<file path="config.mk">
export PLATFORM = sky130hd
export DESIGN_NAME = kbd_line_ctrl_flat
export DESIGN_NICKNAME = d
export VERILOG_FILES = /design/src/rtl/kbd_line_ctrl_if.sv /design/src/rtl/kbd_line_ctrl.sv /design/src/flat_wrapper.sv
export SDC_FILE = /design/constraint.sdc
export NUM_CORES = 1
export LEC_CHECK = 0
export ABC_AREA = 1
export CAP_MARGIN = 20
export CORE_MARGIN = 3
export CORE_UTILIZATION = 60
export DETAILED_ROUTE_END_ITERATION = 8
export PLACE_DENSITY_LB_ADDON = 0.08
export SLEW_MARGIN = 5
export SYNTH_ARGS = -nofsm -noshare
export SYNTH_HDL_FRONTEND = slang
export SYNTH_SLANG_ARGS = --single-unit
</file>
<file path="constraint.sdc">
create_clock -name clk -period 6.6 [get_ports clk]
set_input_delay 1.65 -clock clk [delete_from_list [all_inputs] [get_ports clk]]
set_output_delay 1.65 -clock clk [all_outputs]
set_load 0.02 [all_outputs]
</file>
<file path="src/rtl/kbd_line_ctrl_if.sv">
// Bundle between the keyboard decoder, the line controller and the CPU MMIO port.
// Carries the decoder data_ready/read handshake and the committed-line handshake.
// The slave modport is the line controller's view; master is the driving side.
interface kbd_line_ctrl_if #(
    parameter int VAL_W = 16
);
    logic             kbd_ready;
    logic [7:0]       kbd_code;
    logic             kbd_released;
    logic             kbd_err;
    logic             kbd_read;
    logic [VAL_W-1:0] line_val;
    logic             line_valid;
    logic             line_ack;

    modport master (
        output kbd_ready, kbd_code, kbd_released, kbd_err, line_ack,
        input  kbd_read, line_val, line_valid
    );

    modport slave (
        input  kbd_ready, kbd_code, kbd_released, kbd_err, line_ack,
        output kbd_read, line_val, line_valid
    );
endinterface

</file>
<file path="src/rtl/kbd_line_ctrl.sv">
// kbd_line_ctrl: drains ASCII codes from the PS/2 decoder, edits a decimal digit
// line (digits, BACKSPACE, ENTER), converts it to binary on ENTER and holds the
// value for the CPU until acknowledged. Accepted characters are echoed with a
// one-cycle strobe for the display.
// Optional feature macro: KBD_ERR_CNT_EN adds a saturating err_cnt output that
// counts codes received with the decoder error flag set.
module kbd_line_ctrl #(
    parameter int MAX_DIGITS = 4,
    parameter int VAL_W      = 16
) (
    input  logic                  clk,
    input  logic                  rst,
    kbd_line_ctrl_if.slave        bus,
    output logic [2:0]            digit_cnt,
    output logic [7:0]            echo_char,
    output logic                  echo_stb,
    output logic                  busy
`ifdef KBD_ERR_CNT_EN
    ,
    output logic [7:0]            err_cnt
`endif
);

    localparam int         IDX_W   = (MAX_DIGITS > 1) ? $clog2(MAX_DIGITS) : 1;
    localparam logic [2:0] CNT_MAX = 3'(MAX_DIGITS);
    localparam logic [7:0] CH_BS   = 8'h08;
    localparam logic [7:0] CH_CR   = 8'h0D;

    typedef enum logic [2:0] {
        S_IDLE,
        S_READ,
        S_PROC,
        S_CONV,
        S_HOLD
    } state_t;

    state_t           state_reg;
    logic [7:0]       code_reg;
    logic             released_reg;
    logic             err_reg;
    logic [3:0]       digit_reg [MAX_DIGITS];
    logic [2:0]       digit_cnt_reg;
    logic [2:0]       idx_reg;
    logic [VAL_W-1:0] acc_reg;
    logic [VAL_W-1:0] line_val_reg;
    logic             line_valid_reg;
    logic             kbd_read_reg;
    logic [7:0]       echo_char_reg;
    logic             echo_stb_reg;
    logic             busy_reg;

    logic             is_digit;
    logic             key_ok;
    logic             push_en;
    logic             pop_en;
    logic             enter_en;
    logic             conv_last;
    logic [3:0]       conv_digit;
    logic [VAL_W-1:0] acc_next;
    logic [MAX_DIGITS-1:0] slot_wr;

    // Decode the latched key and the conversion step
    always_comb begin
        is_digit   = (code_reg >= 8'h30) && (code_reg <= 8'h39);
        key_ok     = (state_reg == S_PROC) && !released_reg && !err_reg;
        push_en    = key_ok && is_digit && (digit_cnt_reg < CNT_MAX);
        pop_en     = key_ok && (code_reg == CH_BS) && (digit_cnt_reg != 3'd0);
        enter_en   = key_ok && (code_reg == CH_CR) && (digit_cnt_reg != 3'd0);
        conv_digit = digit_reg[idx_reg[IDX_W-1:0]];
        acc_next   = acc_reg * VAL_W'(10) + VAL_W'(conv_digit);
        conv_last  = (idx_reg == (digit_cnt_reg - 3'd1));
    end

    // One write enable per buffer slot: a push lands at the current fill level
    generate
        for (genvar gi = 0; gi < MAX_DIGITS; gi++) begin : g_slot_wr
            assign slot_wr[gi] = push_en && (digit_cnt_reg[IDX_W-1:0] == IDX_W'(gi));
        end
    endgenerate

    // Digit buffer storage; popping only moves the fill level
    always_ff @(posedge clk) begin
        if (rst) begin
            for (int i = 0; i < MAX_DIGITS; i++) begin
                digit_reg[i] <= 4'd0;
            end
        end else begin
            for (int i = 0; i < MAX_DIGITS; i++) begin
                if (slot_wr[i]) begin
                    digit_reg[i] <= code_reg[3:0];
                end
            end
        end
    end

    // Main sequencer: read handshake, line editing, conversion and CPU hold
    always_ff @(posedge clk) begin
        if (rst) begin
            state_reg      <= S_IDLE;
            code_reg       <= 8'd0;
            released_reg   <= 1'b0;
            err_reg        <= 1'b0;
            digit_cnt_reg  <= 3'd0;
            idx_reg        <= 3'd0;
            acc_reg        <= '0;
            line_val_reg   <= '0;
            line_valid_reg <= 1'b0;
            kbd_read_reg   <= 1'b0;
            echo_char_reg  <= 8'd0;
            echo_stb_reg   <= 1'b0;
            busy_reg       <= 1'b0;
        end else begin
            echo_stb_reg <= 1'b0;
            case (state_reg)
                S_IDLE: begin
                    if (bus.kbd_ready && !line_valid_reg) begin
                        code_reg     <= bus.kbd_code;
                        released_reg <= bus.kbd_released;
                        err_reg      <= bus.kbd_err;
                        kbd_read_reg <= 1'b1;
                        busy_reg     <= 1'b1;
                        state_reg    <= S_READ;
                    end
                end
                S_READ: begin
                    kbd_read_reg <= 1'b0;
                    state_reg    <= S_PROC;
                end
                S_PROC: begin
                    if (push_en || pop_en) begin
                        echo_char_reg <= code_reg;
                        echo_stb_reg  <= 1'b1;
                        digit_cnt_reg <= push_en ? digit_cnt_reg + 3'd1 : digit_cnt_reg - 3'd1;
                        busy_reg      <= 1'b0;
                        state_reg     <= S_IDLE;
                    end else if (enter_en) begin
                        echo_char_reg <= code_reg;
                        echo_stb_reg  <= 1'b1;
                        acc_reg       <= '0;
                        idx_reg       <= 3'd0;
                        state_reg     <= S_CONV;
                    end else begin
                        busy_reg  <= 1'b0;
                        state_reg <= S_IDLE;
                    end
                end
                S_CONV: begin
                    // The last digit's result goes straight to line_val to save a cycle
                    acc_reg <= acc_next;
                    if (conv_last) begin
                        line_val_reg   <= acc_next;
                        line_valid_reg <= 1'b1;
                        digit_cnt_reg  <= 3'd0;
                        state_reg      <= S_HOLD;
                    end else begin
                        idx_reg <= idx_reg + 3'd1;
                    end
                end
                S_HOLD: begin
                    if (bus.line_ack) begin
                        line_valid_reg <= 1'b0;
                        busy_reg       <= 1'b0;
                        state_reg      <= S_IDLE;
                    end
                end
                default: begin
                    busy_reg  <= 1'b0;
                    state_reg <= S_IDLE;
                end
            endcase
        end
    end

`ifdef KBD_ERR_CNT_EN
    logic [7:0] err_cnt_reg;

    // Saturating count of codes that arrived with the decoder error flag
    always_ff @(posedge clk) begin
        if (rst) begin
            err_cnt_reg <= 8'd0;
        end else if ((state_reg == S_PROC) && err_reg && (err_cnt_reg != 8'hFF)) begin
            err_cnt_reg <= err_cnt_reg + 8'd1;
        end
    end

    assign err_cnt = err_cnt_reg;
`endif

    assign bus.kbd_read   = kbd_read_reg;
    assign bus.line_val   = line_val_reg;
    assign bus.line_valid = line_valid_reg;
    assign digit_cnt      = digit_cnt_reg;
    assign echo_char      = echo_char_reg;
    assign echo_stb       = echo_stb_reg;
    assign busy           = busy_reg;

endmodule

</file>
<file path="src/flat_wrapper.sv">
// flat-port wrapper written by rule: the top's interface ports become plain ports
module kbd_line_ctrl_flat 
#(
    parameter int MAX_DIGITS = 4,
    parameter int VAL_W      = 16
)
  (clk, rst, digit_cnt, echo_char, echo_stb, busy, bus_kbd_ready, bus_kbd_code, bus_kbd_released, bus_kbd_err, bus_line_ack, bus_kbd_read, bus_line_val, bus_line_valid);
  kbd_line_ctrl_if #(.VAL_W(VAL_W)) bus_i ();
  input  logic clk;
  input  logic rst;
  output logic [2:0] digit_cnt;
  output logic [7:0] echo_char;
  output logic echo_stb;
  output logic busy;
  input wire logic [$bits(bus_i.kbd_ready)-1:0] bus_kbd_ready;
  input wire logic [$bits(bus_i.kbd_code)-1:0] bus_kbd_code;
  input wire logic [$bits(bus_i.kbd_released)-1:0] bus_kbd_released;
  input wire logic [$bits(bus_i.kbd_err)-1:0] bus_kbd_err;
  input wire logic [$bits(bus_i.line_ack)-1:0] bus_line_ack;
  output wire logic [$bits(bus_i.kbd_read)-1:0] bus_kbd_read;
  output wire logic [$bits(bus_i.line_val)-1:0] bus_line_val;
  output wire logic [$bits(bus_i.line_valid)-1:0] bus_line_valid;
  assign bus_i.kbd_ready = bus_kbd_ready;
  assign bus_i.kbd_code = bus_kbd_code;
  assign bus_i.kbd_released = bus_kbd_released;
  assign bus_i.kbd_err = bus_kbd_err;
  assign bus_i.line_ack = bus_line_ack;
  assign bus_kbd_read = bus_i.kbd_read;
  assign bus_line_val = bus_i.line_val;
  assign bus_line_valid = bus_i.line_valid;
  kbd_line_ctrl #(.MAX_DIGITS(MAX_DIGITS), .VAL_W(VAL_W)) u_core (.clk(clk), .rst(rst), .bus(bus_i), .digit_cnt(digit_cnt), .echo_char(echo_char), .echo_stb(echo_stb), .busy(busy));
endmodule
</file>
==> flow_summary.yaml <==
timing:
  rsz0062_at_grt: "no"
  hold_violations: 0
  maxSlewHeadroom_pct: 34.83
  post-route-period-util_pct: 53.82
  skew_ps: 10.65
  setup_viol_count_final: 0
  worst_pin_slew_ps: 974.6
  tns_ps: 0
  period_needed_ps: 3552
  timing.fmax_mhz: 281.5
  slew_violations: 0
hold_path:
  hp-class: "flip-flop to flip-flop"
  min-delay-start: "u_core.bus.kbd_read$_SDFFE_PP0P_"
  min_delay_path_depth: 2
place:
  placed_cell_area_mm2: 0.004852
  dp_cells: 711
  dp_hpwl_um: 7283
  io_buffer_count: 44
  gp_congestion: 0.8225
global_routing:
  grt_usage_pct: 24.20
  grt_max_degree: 42
  antenna_found_initial: 0
  grt_pass1_wl_um: 16400
  grt_pass1_vias: 3572
  gr-total-overflow: 0
worst_setup_path:
  critical_path_class: "input port to flip-flop"
  slowest_stage: "clkdlybuf4s50_1"
  crit_cells: 4
  critPathBufInv: 3
  startpoint_type: "input port"
  timing.rr.start: "u_core.acc_reg[1]$_SDFFE_PP0P_"
  rr_worst_depth: 15
  critPathLaunch: "rst"
  crit_path_end_kind: "flip-flop"
  cp_data_arrival_time_ps: 3610
  cp.required_ps: 6650
  crit_chain: "clkdlybuf4s50_1 -> inv_1 -> buf_16 -> nand2_1"
  crit_path_max_fanout: 37
  slowest_delay_ps: 1110
  crit_family: "buffers and inverters"
die:
  start_util_pct: 63.13
  row_count: 30
  dieHeight_um: 91.25
  core-area_mm2: 0.006907
  dieArea_mm2: 0.008327
  top_level_ports: 45
  die_w_um: 91.25
finish:
  area.growth.synth_to_final_pct: 16.67
  most-common-layout-cells: "nand2_1, nor2_1, dfxtp_1, inv_1, clkdlybuf4s50_1"
  final_common_cell: "nand2_1"
  nets: 675
  postLayoutCoreUtil_pct: 73.66
  fin_area_mm2: 0.005087
  layoutNonFillerInstCount: 728
  layout-drive-gt1-share_pct: 7.595
  antenna_cells: 0
routing:
  postRouteWirelength_um: 9710
  via_per_inst: 5.341
  wl_per_cell_um: 13.34
  drtIter0Drc: 240
  route.detailed.drc: 0
  ant_nets: 0
  dr_total_vias: 3888
  dr.pass1.iters: 5
power:
  powerDensity_mw_per_mm2: 200.2
  power.leakage_uw: 0.002266
  vdd_drop_max_v: 0.0002115
  totalPowerFinal_uw: 1019
synthesis:
  synthArstFlopShare_pct: 0
  syn_avg_cell_area_um2: 7.454
  syn-num-nets: 633
  synthXorXnorAreaFrac_pct: 3.214
  synthAdderAreaFrac_pct: 10.10
  synth_top_family_by_area: "simple AND/OR/NAND/NOR gates"
  synth-compound-area-share_pct: 11.42
  yosys_most_used_dff: "dfxtp_1"
  synthMuxAreaShare_pct: 0
  yosys.cell_types.count: 39
  synth_edf_count: 16
  syn_area_mm2: 0.004360
  synthSimpleGateAreaFrac_pct: 28.12
  yosysSeqAreaShare_pct: 40.40
  synthCells: 585
  yosys_warnings: 0
  synth_seq_cells: 80
cts:
  root_buffer: "clkbuf_8"
  clk_latency_ps: 360
  cts_buffer_depth: 2
  cts.repair.resized: 0
  cts_tree: "yes"
  cts.sinks: 80
  holdBufCountCts: 0
  clk_transition_reported_paths_ps: 80
  cts_buffers: 9
  cts.htree.levels: 3
  cts_setup_buffers: 0
flow_run:
  max_cap_viol_count: 0
status:
  status: "finished clean"
synthesized netlist by cell type, types with 3 or more instances:
master      n  share of area, %
nand2_1   144                12
nor2_1     82               7.1
dfxtp_1    64                29
inv_1      44               3.8
a21oi_1    41               4.7
ha_1       32               9.2
nand3_1    30               3.4
o21ai_0    27               3.1
edfxtp_1   16                11
inv_2      15               1.3
o21ai_1    10               1.1
xor2_1     10               2.0
clkbuf_1    9              0.77
nand4_1     6              0.86
nor3_1      6              0.69
xnor2_1     6               1.2
nor2_2      5              0.72
a31oi_1     3              0.43
nor2_4      3              0.77
o21a_1      3              0.52
o22ai_1     3              0.43
logic make-up (layout without fill, tap and decap cells):
family | count (synthesis) | in the layout
buffers and inverters | 74 | 121
AND/OR/NAND/NOR | 288 | 288
XOR/XNOR | 16 | 16
AO/OA/AOI/OAI | 93 | 93
adder cells (fa/ha/maj) | 34 | 34
flip-flops | 80 | 80
worst paths after layout:
kind                                                to  slack (ps)
hold / removal        u_core.bus.kbd_read$_SDFFE_PP0P_         470
setup / recovery  u_core.digit_reg[2][1]$_SDFFCE_PN0P_        3050
hold reg to reg       u_core.bus.kbd_read$_SDFFE_PP0P_         470
setup reg to reg       u_core.acc_reg[14]$_SDFFE_PP0P_        3680
layout make-up:
class / count / area [µm²]
inverters: 60 / 225.2
flip-flops and latches: 80 / 1762
repair buffers: 45 / 467.9
clock inverters: 5 / 55.05
multi-input cells: 431 / 2305
well taps: 96 / 120.1
clock buffers: 11 / 152.6
fillers: 581 / 1819
per-stage QoR:
step / worst slack (ps) / hold slack [ps]
after floorplan: 3960 / 449.1
after global routing: 2921 / 504.0
after global placement: 2343 / 453.0
after detailed placement: 2290 / 468.1
final: 3048 / 468.5
after CTS: 2656 / 468.2
routing by layer:
| metal | GRT usage, % | routed length [µm] | part of all wire, % |
|---|---|---|---|
| met5 | 0 | 0 | 0 |
| met4 | 6.407 | 117 | 1.2 |
| met3 | 6.048 | 672 | 6.9 |
| met2 | 38.20 | 4424 | 46 |
| met1 | 33.18 | 4495 | 46 |
worst reg2reg max path: cells and delay by family, from the launching register on:
kind,cells,cell delay (ps)
AOI/OAI and AO/OA,1,160
adders and majority gates,3,1110
DFF,1,420
and+or+nand+nor,11,1160
where the power goes:
group	switching, µW	internal (µW)	leakage (µW)
sequential	15.7	520	0.000684
clock	172	196	0.000100
combinational	75.5	39.3	0.00148
total	263	756	0.00227
(Power assumes the default switching activity.)
